### config.mk
export PLATFORM = sky130hd
export DESIGN_NAME = and2_pipelined
export DESIGN_NICKNAME = d
export VERILOG_FILES = /design/src/rtl/and2_pipelined.sv
export SDC_FILE = /design/constraint.sdc
export NUM_CORES = 1
export LEC_CHECK = 0
export ABC_CLOCK_PERIOD_IN_PS = 800
export CAP_MARGIN = 20
export CORE_AREA = 2 2 39 41
export DETAILED_ROUTE_END_ITERATION = 7
export DIE_AREA = 0 0 41 43
export PLACE_DENSITY = 0.37
export RECOVER_POWER = 100
export REMOVE_ABC_BUFFERS = 1
export SLEW_MARGIN = 30
export SYNTH_ARGS = -nofsm -noshare
export SYNTH_HDL_FRONTEND = slang
export SYNTH_SLANG_ARGS = --single-unit
### constraint.sdc
create_clock -name clk -period 0.8 [get_ports clk]
set_clock_uncertainty 0.1 [all_clocks]
set_input_delay 0.16 -clock clk [delete_from_list [all_inputs] [get_ports clk]]
set_output_delay 0.16 -clock clk [all_outputs]
set_load 0.02 [all_outputs]
### src/rtl/and2_pipelined.sv
// Two-stage registered, vectorised 2-input AND.
// Stage 1 captures the operands; stage 2 captures their bitwise AND and drives c.
// Every output bit is one flop, and no combinational path runs from a or b to c.
module and2_pipelined #(
  parameter int unsigned WIDTH = 2
) (
  input  logic             clk,
  input  logic             reset,
  input  logic [WIDTH-1:0] a,
  input  logic [WIDTH-1:0] b,
  output logic [WIDTH-1:0] c
);

  logic [WIDTH-1:0] a_q, a_d;
  logic [WIDTH-1:0] b_q, b_d;
  logic [WIDTH-1:0] c_q, c_d;

  // Next-state logic.
  // Reset clears both stages together, so all in-flight data is dropped in a single edge.
  always_comb begin
    a_d = a;
    b_d = b;
    c_d = a_q & b_q;
    if (reset) begin
      a_d = '0;
      b_d = '0;
      c_d = '0;
    end
  end

  // Pipeline registers.
  // Reset is synchronous, and it is applied through the next-state values above.
  always_ff @(posedge clk) begin
    a_q <= a_d;
    b_q <= b_d;
    c_q <= c_d;
  end

  assign c = c_q;

endmodule

==> impl_metrics.toml, run 1 <==
[sta]
worst_pin_slew_ns = 0.142
period_needed_ns = 0.927
relSlewSlack = 0.905
maxSlewViolCount = 0
hold_violations = 0
finalCritPeriodShare = 1.16
fin_hold_ws_ns = 0.329
setup_viol = 3
grt_setup_unrepaired = "true"
setup_ws_ns = -0.127
maxClockFrequency_mhz = 1080
setup_tns_ns = -0.287

[place]
placed_cell_area_um2 = 265
portBuffers = 7
place_congestion = 0.566
placed_cells = 35

[worst_setup_path]
critPathCaptureType = "primary output"
slowest_delay_ns = 0.31
crit_chain = "buf_6"
crit_type = "flop to primary output"
worst-path-buf-inv = 1
reg2reg_slack_ns = 0.11
critPathArrivalTime_ns = 0.67
cp.required_ns = 0.54
crit_family = "flip-flops"
worst_setup_path_start_kind = "flop"
cp_max_fo = 1
cp_slowest_cell = "dfxtp_2"

[finish]
multi_input_area_um2 = 55.1
seq_area_um2 = 123
areaGrowthSynthToFinish_pct = 66.4
drive_above_1_share = 0.591
nFillCells = 161
fin_nets = 30
final_cells = 38
diodes = 0
fin_area_um2 = 292

[routing]
routedWlPerCell_um = 7.32
routed_wl_um = 278
vias_per_cell = 3.05
num_vias = 116
firstDrtPassIters = 2
drc = 0
ant_nets = 0
drtIter0Drc = 3

[cts]
root_buffer = "clkbuf_4"
clk_pin_slew_worst_paths_ns = 0.04
hold_buffers = 0
clock_latency_ns = 0.24
cts_inserted_buffers = 3
clock_path_buffers = 2
cts_tree = "yes"
htreeDepth = 1
cts_resized = 15
clkSinkCount = 6
post-cts-setup-buffers = 0

[die]
die_w_um = 41
io_pins = 8
row_count = 14
die_area_um2 = 1760
initial_core_util = 0.127
die_h_um = 43
core_um2 = 1380

[worst_hold_path]
hold_path_class = "input pin to flop"

[synth]
syn-mean-instance-area_um2 = 14.6
synth_compound_area_frac = 0
ys_top_cells_by_area = "dfxtp_1 69%, and2b_2 20%, and3b_2 11%"
netlist.area_leader.share = 0.686
synth-xor-area-share = 0
synth.ff_latch_count = 6
synthCells = 12
synth_fa_ha_area_frac = 0
yosysTopAreaCell = "dfxtp_1"
synth.distinct_cells = 3
synth.area.mux_share = 0
synth_simple_gate_area_frac = 0.314
synth_area_um2 = 175
synth_top_family_by_area = "simple AND/OR/NAND/NOR gates"
yosys_warnings = 0
ys_seq_area_frac = 0.686

[pwr]
leakagePower_nw = 0.131
p_per_area_nw_per_um2 = 2150
ir_drop_mv = 0.385

[global_routing]
track_usage = 0.0462
antenna_found_initial = 0
grt_pass1_wl_um = 448
grt_start_max_net_pins = 7
grt_pass1_vias = 129
grt_overflow = 0

[run_status]
violations = "negative setup slack"
status = "finished, violations left"

[run]
cap_viol_max_count = 0
cell usage in the layout (no fill, tap or decap):
cell type	n
clkbuf_4	3
and3b_2	2
dfxtp_1	4
clkdlybuf4s50_1	3
buf_6	2
dlygate4sd3_1	1
dfxtp_2	2
and2b_2	4
dlygate4sd2_1	1
worst paths after layout:
path	start	to	depth (start not counted)
setup / recovery	c[0]$_SDFF_PP0_	c[0]	1
hold / removal	reset	a_q[1]$_SDFF_PP0_	2
setup reg to reg	a_q[1]$_SDFF_PP0_	c[1]$_SDFF_PP0_	1
hold reg to reg	b_q[1]$_SDFF_PP0_	c[1]$_SDFF_PP0_	1
report_power, final:
group / switching (W) / internal [W] / leakage (nW) / total, W
sequential: 0.00000258 / 0.000313 / 0.0505 / 0.000315
combinational: 0.00000969 / 0.0000321 / 0.0671 / 0.0000418
clock: 0.000101 / 0.000169 / 0.0138 / 0.000270
kinds of logic after synthesis:
family | after synthesis
flops | 6
simple gates | 6
per-layer routing:
layer  track usage  part of all wire  up-vias
met2        0.0625              0.68        3
met1        0.0257              0.23       54
met4        0.0800                 0        0
met5             0                 0        -
li1              -                 -       59
met3        0.0314             0.090        0
cell usage after synthesis (all sizes together):
cell type / instances
dfxtp: 6
and2b: 4
and3b: 2
final cells by class:
cell class                      count  share of cell area
Tap cell                           16              0.0687
Sequential cell                     6               0.421
Timing Repair Buffer                7               0.245
Clock buffer                        3              0.0773
Multi-Input combinational cell      6               0.189
state kept, by name, indices dropped and copies added, names as in the netlist:
name and flops:
a_q 2, c 2, b_q 2
per-stage QoR:
step | setup slack [ns] | total power, W | util
after CTS | -0.143 | 0.000652 | 0.211
after global routing | -0.157 | 0.000679 | 0.211
after floorplan | 0.130 | 0.000334 | -
after detailed placement | -0.351 | 0.000366 | 0.192
after global placement | -0.348 | 0.000365 | 0.192
final | -0.127 | 0.000627 | 0.211
Note: power is estimated with default switching activity, not from simulation.
==> run 2, diff against run 1 <==
Settings changed: PLACE_DENSITY 0.37 to 0.44.
==> run 2 against run 1 <==
Against the previous run: the flow still finishes with violations (negative setup slack); count of clock-buffer cells in the layout is the same; sequential cell count did not move; clock power down 2%; worst setup slack improved by 0.00099 ns; total power shrank 0.98%; critical endpoint unchanged.
==> impl_metrics.toml, run 2 (synthesized netlist as in run 1, its figures left out) <==
[place]
placed_cells = 35
portBuffers = 7
placed_cell_area_um2 = 265
place_congestion = 0.571
dp_slack_ns = -0.358

[worst_setup_path]
cp_slowest_cell = "dfxtp_2"
critPathArrivalTime_ns = 0.67
worst-path-buf-inv = 1
cp.required_ns = 0.54
critPathCaptureType = "primary output"
slowest_delay_ns = 0.31
cp_max_fo = 1
timing.rr.end = "c[0]$_SDFF_PP0_"
crit_type = "flop to primary output"
crit_chain = "buf_6"
crit_family = "flip-flops"
reg2reg_from = "b_q[0]$_SDFF_PP0_"
reg2reg_depth = 1
worst_setup_path_start_kind = "flop"
reg2reg_slack_ns = 0.12

[worst_hold_path]
hold_path_class = "input pin to flop"
hold_depth = 2
holdCritStartpoint = "reset"
holdPathEnd = "a_q[0]$_SDFF_PP0_"

[sta]
hold_violations = 0
worst_pin_slew_ns = 0.147
grt_setup_unrepaired = "true"
setup_tns_ns = -0.288
maxClockFrequency_mhz = 1080
setup_ws_ns = -0.126
finalCritPeriodShare = 1.16
maxSlewViolCount = 0
period_needed_ns = 0.926
fin_hold_ws_ns = 0.336
setup_viol = 3
relSlewSlack = 0.902

[routing]
routedWlPerCell_um = 6.39
routed_wl_um = 243
drc = 0
firstDrtPassIters = 1
num_vias = 112
vias_per_cell = 2.95
ant_nets = 0
drtIter0Drc = 0

[cts]
htreeDepth = 1
clk_pin_slew_worst_paths_ns = 0.04
root_buffer = "clkbuf_4"
hold_buffers = 0
clkSinkCount = 6
clock_latency_ns = 0.24
cts_tree = "yes"
clock_path_buffers = 2
cts_inserted_buffers = 3

[die]
io_pins = 8
die_w_um = 41
row_count = 14
initial_core_util = 0.127
core_um2 = 1380
die_area_um2 = 1760
die_h_um = 43

[finish]
fin_area_um2 = 292
mostFrequentLayoutCells = "4 x and2b_2, 4 x dfxtp_1, 3 x clkbuf_4, 3 x clkdlybuf4s50_1"
fin_nets = 30
areaGrowthSynthToFinish_pct = 66.4
diodes = 0
final_cells = 38
drive_above_1_share = 0.591
nFillCells = 151

[run_status]
status = "finished, violations left"
violations = "negative setup slack"

[global_routing]
track_usage = 0.0372
grt_pass1_wl_um = 386
grt_overflow = 0
grt_pass1_vias = 109
grt_start_max_net_pins = 7
antenna_found_initial = 0

[pwr]
leakagePower_nw = 0.131
ir_drop_mv = 0.797
p_per_area_nw_per_um2 = 2130

[run]
cap_viol_max_count = 0
==> run 2: cell counts in the layout (fill, tap and decap cells not counted) <==
Identical to the previous run, type by type.
==> run 2: worst max path at each step <==
stage / cells past startpoint / from / to
2_1_floorplan: 1 / b_q[0]$_SDFF_PP0_ / c[0]$_SDFF_PP0_
3_3_place_gp: 1 / c[1]$_SDFF_PP0_ / c[1]
3_5_place_dp: 2 / reset / a_q[1]$_SDFF_PP0_
4_1_cts: 1 / c[0]$_SDFF_PP0_ / c[0]
5_1_grt: 1 / c[0]$_SDFF_PP0_ / c[0]
6_report: 1 / c[0]$_SDFF_PP0_ / c[0]
==> run 2: final cells by class <==
class / count / area [µm²] / share of cell area
clock buffers: 3 / 22.5 / 0.0773
repair buffers: 7 / 71.3 / 0.245
multi-input cells: 6 / 55.1 / 0.189
flip-flops and latches: 6 / 123 / 0.421
well taps: 16 / 20.0 / 0.0687
==> run 2: timing repair <==
action / 4_1_cts / 5_1_grt
buffers inserted: 0 / 0
endpoints found under the setup margin: 8 / 2
gates resized for setup: 15 / 0
==> run 2: stage by stage <==
step / utilization / power, W
after floorplan: - / 0.000334
after CTS: 0.211 / 0.000635
final: 0.211 / 0.000621
after global routing: 0.211 / 0.000655
after global placement: 0.192 / 0.000363
after detailed placement: 0.192 / 0.000365
==> run 2: power by group <==
group	leakage (nW)	switching (W)	internal (W)
registers	0.0505	0.00000237	0.000313
clock network	0.0138	0.0000952	0.000169
logic	0.0671	0.0000101	0.0000321
total	0.131	0.000108	0.000514
==> run 2: routing by layer <==
| layer | track usage | wire, µm | vias to the layer above |
|---|---|---|---|
| met5 | 0 | 0 | - |
| met4 | 0.0200 | 0 | 0 |
| met3 | 0.0471 | 51 | 0 |
| met2 | 0.0375 | 83 | 10 |
| met1 | 0.0419 | 108 | 44 |
| li1 | - | - | 58 |
==> run 3, diff against run 2 <==
Settings changed: ABC_AREA set to 1, PLACE_DENSITY 0.44 to 0.43.
==> run 3 against run 2 <==
Against the previous run: the run still ends with negative setup slack left; wire length increased by 17%; core utilization decreased by 0.45 points; register-to-register slack improved by 0.08 ns; critical path depth unchanged; first-iteration DRC count unchanged; non-clock buffer count unchanged; worst setup slack got worse by 0.0086 ns.
==> impl_metrics.toml, run 3 <==
[sta]
period_needed_ns = 0.935
finalCritPeriodShare = 1.17
relSlewSlack = 0.851
setup_viol = 2
hold_violations = 0
grt_setup_unrepaired = "true"
maxClockFrequency_mhz = 1070
worst_pin_slew_ns = 0.223
setup_tns_ns = -0.268
setup_ws_ns = -0.135
maxSlewViolCount = 0

[finish]
mostFrequentLayoutCells = "6 x nor2_1, 4 x inv_1, 4 x dfxtp_1, 4 x dlygate4sd3_1, 3 x clkbuf_4"
areaGrowthSynthToFinish_pct = 72.7
nFillCells = 158
diodes = 0
fin_area_um2 = 285
mostFrequentLayoutCell = "nor2_1"
fin_nets = 36
final_core_utilization = 0.206
drive_above_1_share = 0.250

[synth]
ys_top_cells_by_count = "6 x dfxtp_1, 6 x nor2_1, 4 x inv_1"
ys.flop_type = "dfxtp_1"
yosysTopAreaCell = "dfxtp_1"
ys_top_cells_by_area = "dfxtp_1 73%, nor2_1 14%, inv_1 9.1%"
synth-async-reset-ratio = 0
synth.distinct_cells = 4
synth_edf_count = 0
synth.ff_latch_count = 6
syn-mean-instance-area_um2 = 9.18
synthCells = 18
ys_seq_area_frac = 0.727
synth_area_um2 = 165
netlist.area_leader.share = 0.727
yosys_warnings = 0

[global_routing]
grt_pass1_wl_um = 510
grt_start_max_net_pins = 7
antenna_found_initial = 0
grt_use_met3 = 0.0471
grt_pass1_vias = 131
busiest_layer = "met4"
track_usage = 0.0552
grt_use_met2 = 0.0469
grt_overflow = 0
grtUsageMet1 = 0.0513

[place]
dpl.hpwl_um = 210
portBuffers = 7
place_congestion = 0.575
placed_cell_area_um2 = 255

[worst_setup_path]
cp_max_fo = 1
cp_slowest_cell = "dfxtp_2"
crit_family = "flip-flops"
worst_setup_path_start_kind = "flop"
reg2reg_depth = 2
crit_chain = "buf_6"
critPathArrivalTime_ns = 0.68
cp.required_ns = 0.54
timing.rr.end = "c[0]$_SDFF_PP0_"
worstSetupStartpoint = "c[0]$_SDFF_PP0_"
critPathCaptureType = "primary output"
reg2reg_slack_ns = 0.20
worst-path-buf-inv = 1
reg2reg_from = "a_q[0]$_SDFF_PP0_"
endpoint = "c[0]"
crit_type = "flop to primary output"
cp_num_cells = 1
slowest_delay_ns = 0.31

[die]
core_um2 = 1380
die_area_um2 = 1760
initial_core_util = 0.119
io_pins = 8
die_w_um = 41
row_count = 14
die_h_um = 43

[routing]
routed_wl_um = 285
drtIter0Drc = 0
drc = 0
ant_nets = 0
vias_per_cell = 2.93
firstDrtPassIters = 1
routedWlPerCell_um = 6.48
num_vias = 129

[run]
cap_viol_max_count = 0

[worst_hold_path]
hold_path_class = "input pin to flop"
holdCritStartpoint = "reset"

[run_status]
status = "finished, violations left"
violations = "negative setup slack"

[cts]
cts_tree = "yes"
hold_buffers = 0
clk_pin_slew_worst_paths_ns = 0.05
root_buffer = "clkbuf_4"
clkSinkCount = 6
cts_inserted_buffers = 3
clock_latency_ns = 0.25
htreeDepth = 1
post-cts-setup-buffers = 0
clock_path_buffers = 2
cts_resized = 14

[pwr]
leakagePower_nw = 0.141
power_w = 0.000640
p_per_area_nw_per_um2 = 2240
ir_drop_mv = 0.472
[run 3: kinds of logic (layout without fill, tap and decap cells)]
logic type	after synthesis	after routing	synth area share
buf+inv	4	14	0.0909
simple gates	8	8	0.182
flops	6	6	0.727
[run 3: power breakdown]
| group | switching (W) | internal (W) | total (W) |
|---|---|---|---|
| Clock | 0.000115 | 0.000170 | 0.000285 |
| Sequential | 0.00000369 | 0.000313 | 0.000316 |
| Combinational | 0.0000141 | 0.0000242 | 0.0000382 |
| Total | 0.000133 | 0.000507 | 0.000640 |
[run 3: worst min path at each step]
stage                              endpoint  cells past startpoint
after floorplan           a_q[0]$_SDFF_PP0_                      1
after global placement      c[0]$_SDFF_PP0_                      2
after detailed placement    c[1]$_SDFF_PP0_                      2
after CTS                   c[1]$_SDFF_PP0_                      2
after global routing        c[1]$_SDFF_PP0_                      2
final                       c[0]$_SDFF_PP0_                      2
[run 3: final cells by class]
class | count | area (µm²) | share of cell area
multi-input combinational | 8 | 30.0 | 0.105
timing repair buffer | 7 | 75.1 | 0.263
clock buffer | 3 | 22.5 | 0.0789
sequential | 6 | 123 | 0.430
tap | 16 | 20.0 | 0.0702
inverter | 4 | 15.0 | 0.0526
[run 3: layer usage]
| layer | up-vias | part of all wire |
|---|---|---|
| met3 | 2 | 0.13 |
| met1 | 49 | 0.37 |
| met4 | 0 | 0.060 |
| met2 | 8 | 0.43 |
| li1 | 70 | - |
| met5 | - | 0 |
[run 3: per-stage QoR]
step	setup slack (ns)	instances	hold slack, ns
2_1_floorplan	0.145	18	0.131
3_3_place_gp	-0.340	41	0.299
3_5_place_dp	-0.338	41	0.306
4_1_cts	-0.145	44	0.305
5_1_grt	-0.158	44	0.141
6_report	-0.135	44	0.116
[run 3: worst register-to-register path, delay by kind of cell, from the launching register on]
kind             cells  cell delay (ns)
flip-flops           1             0.30
AND/OR/NAND/NOR      2             0.08
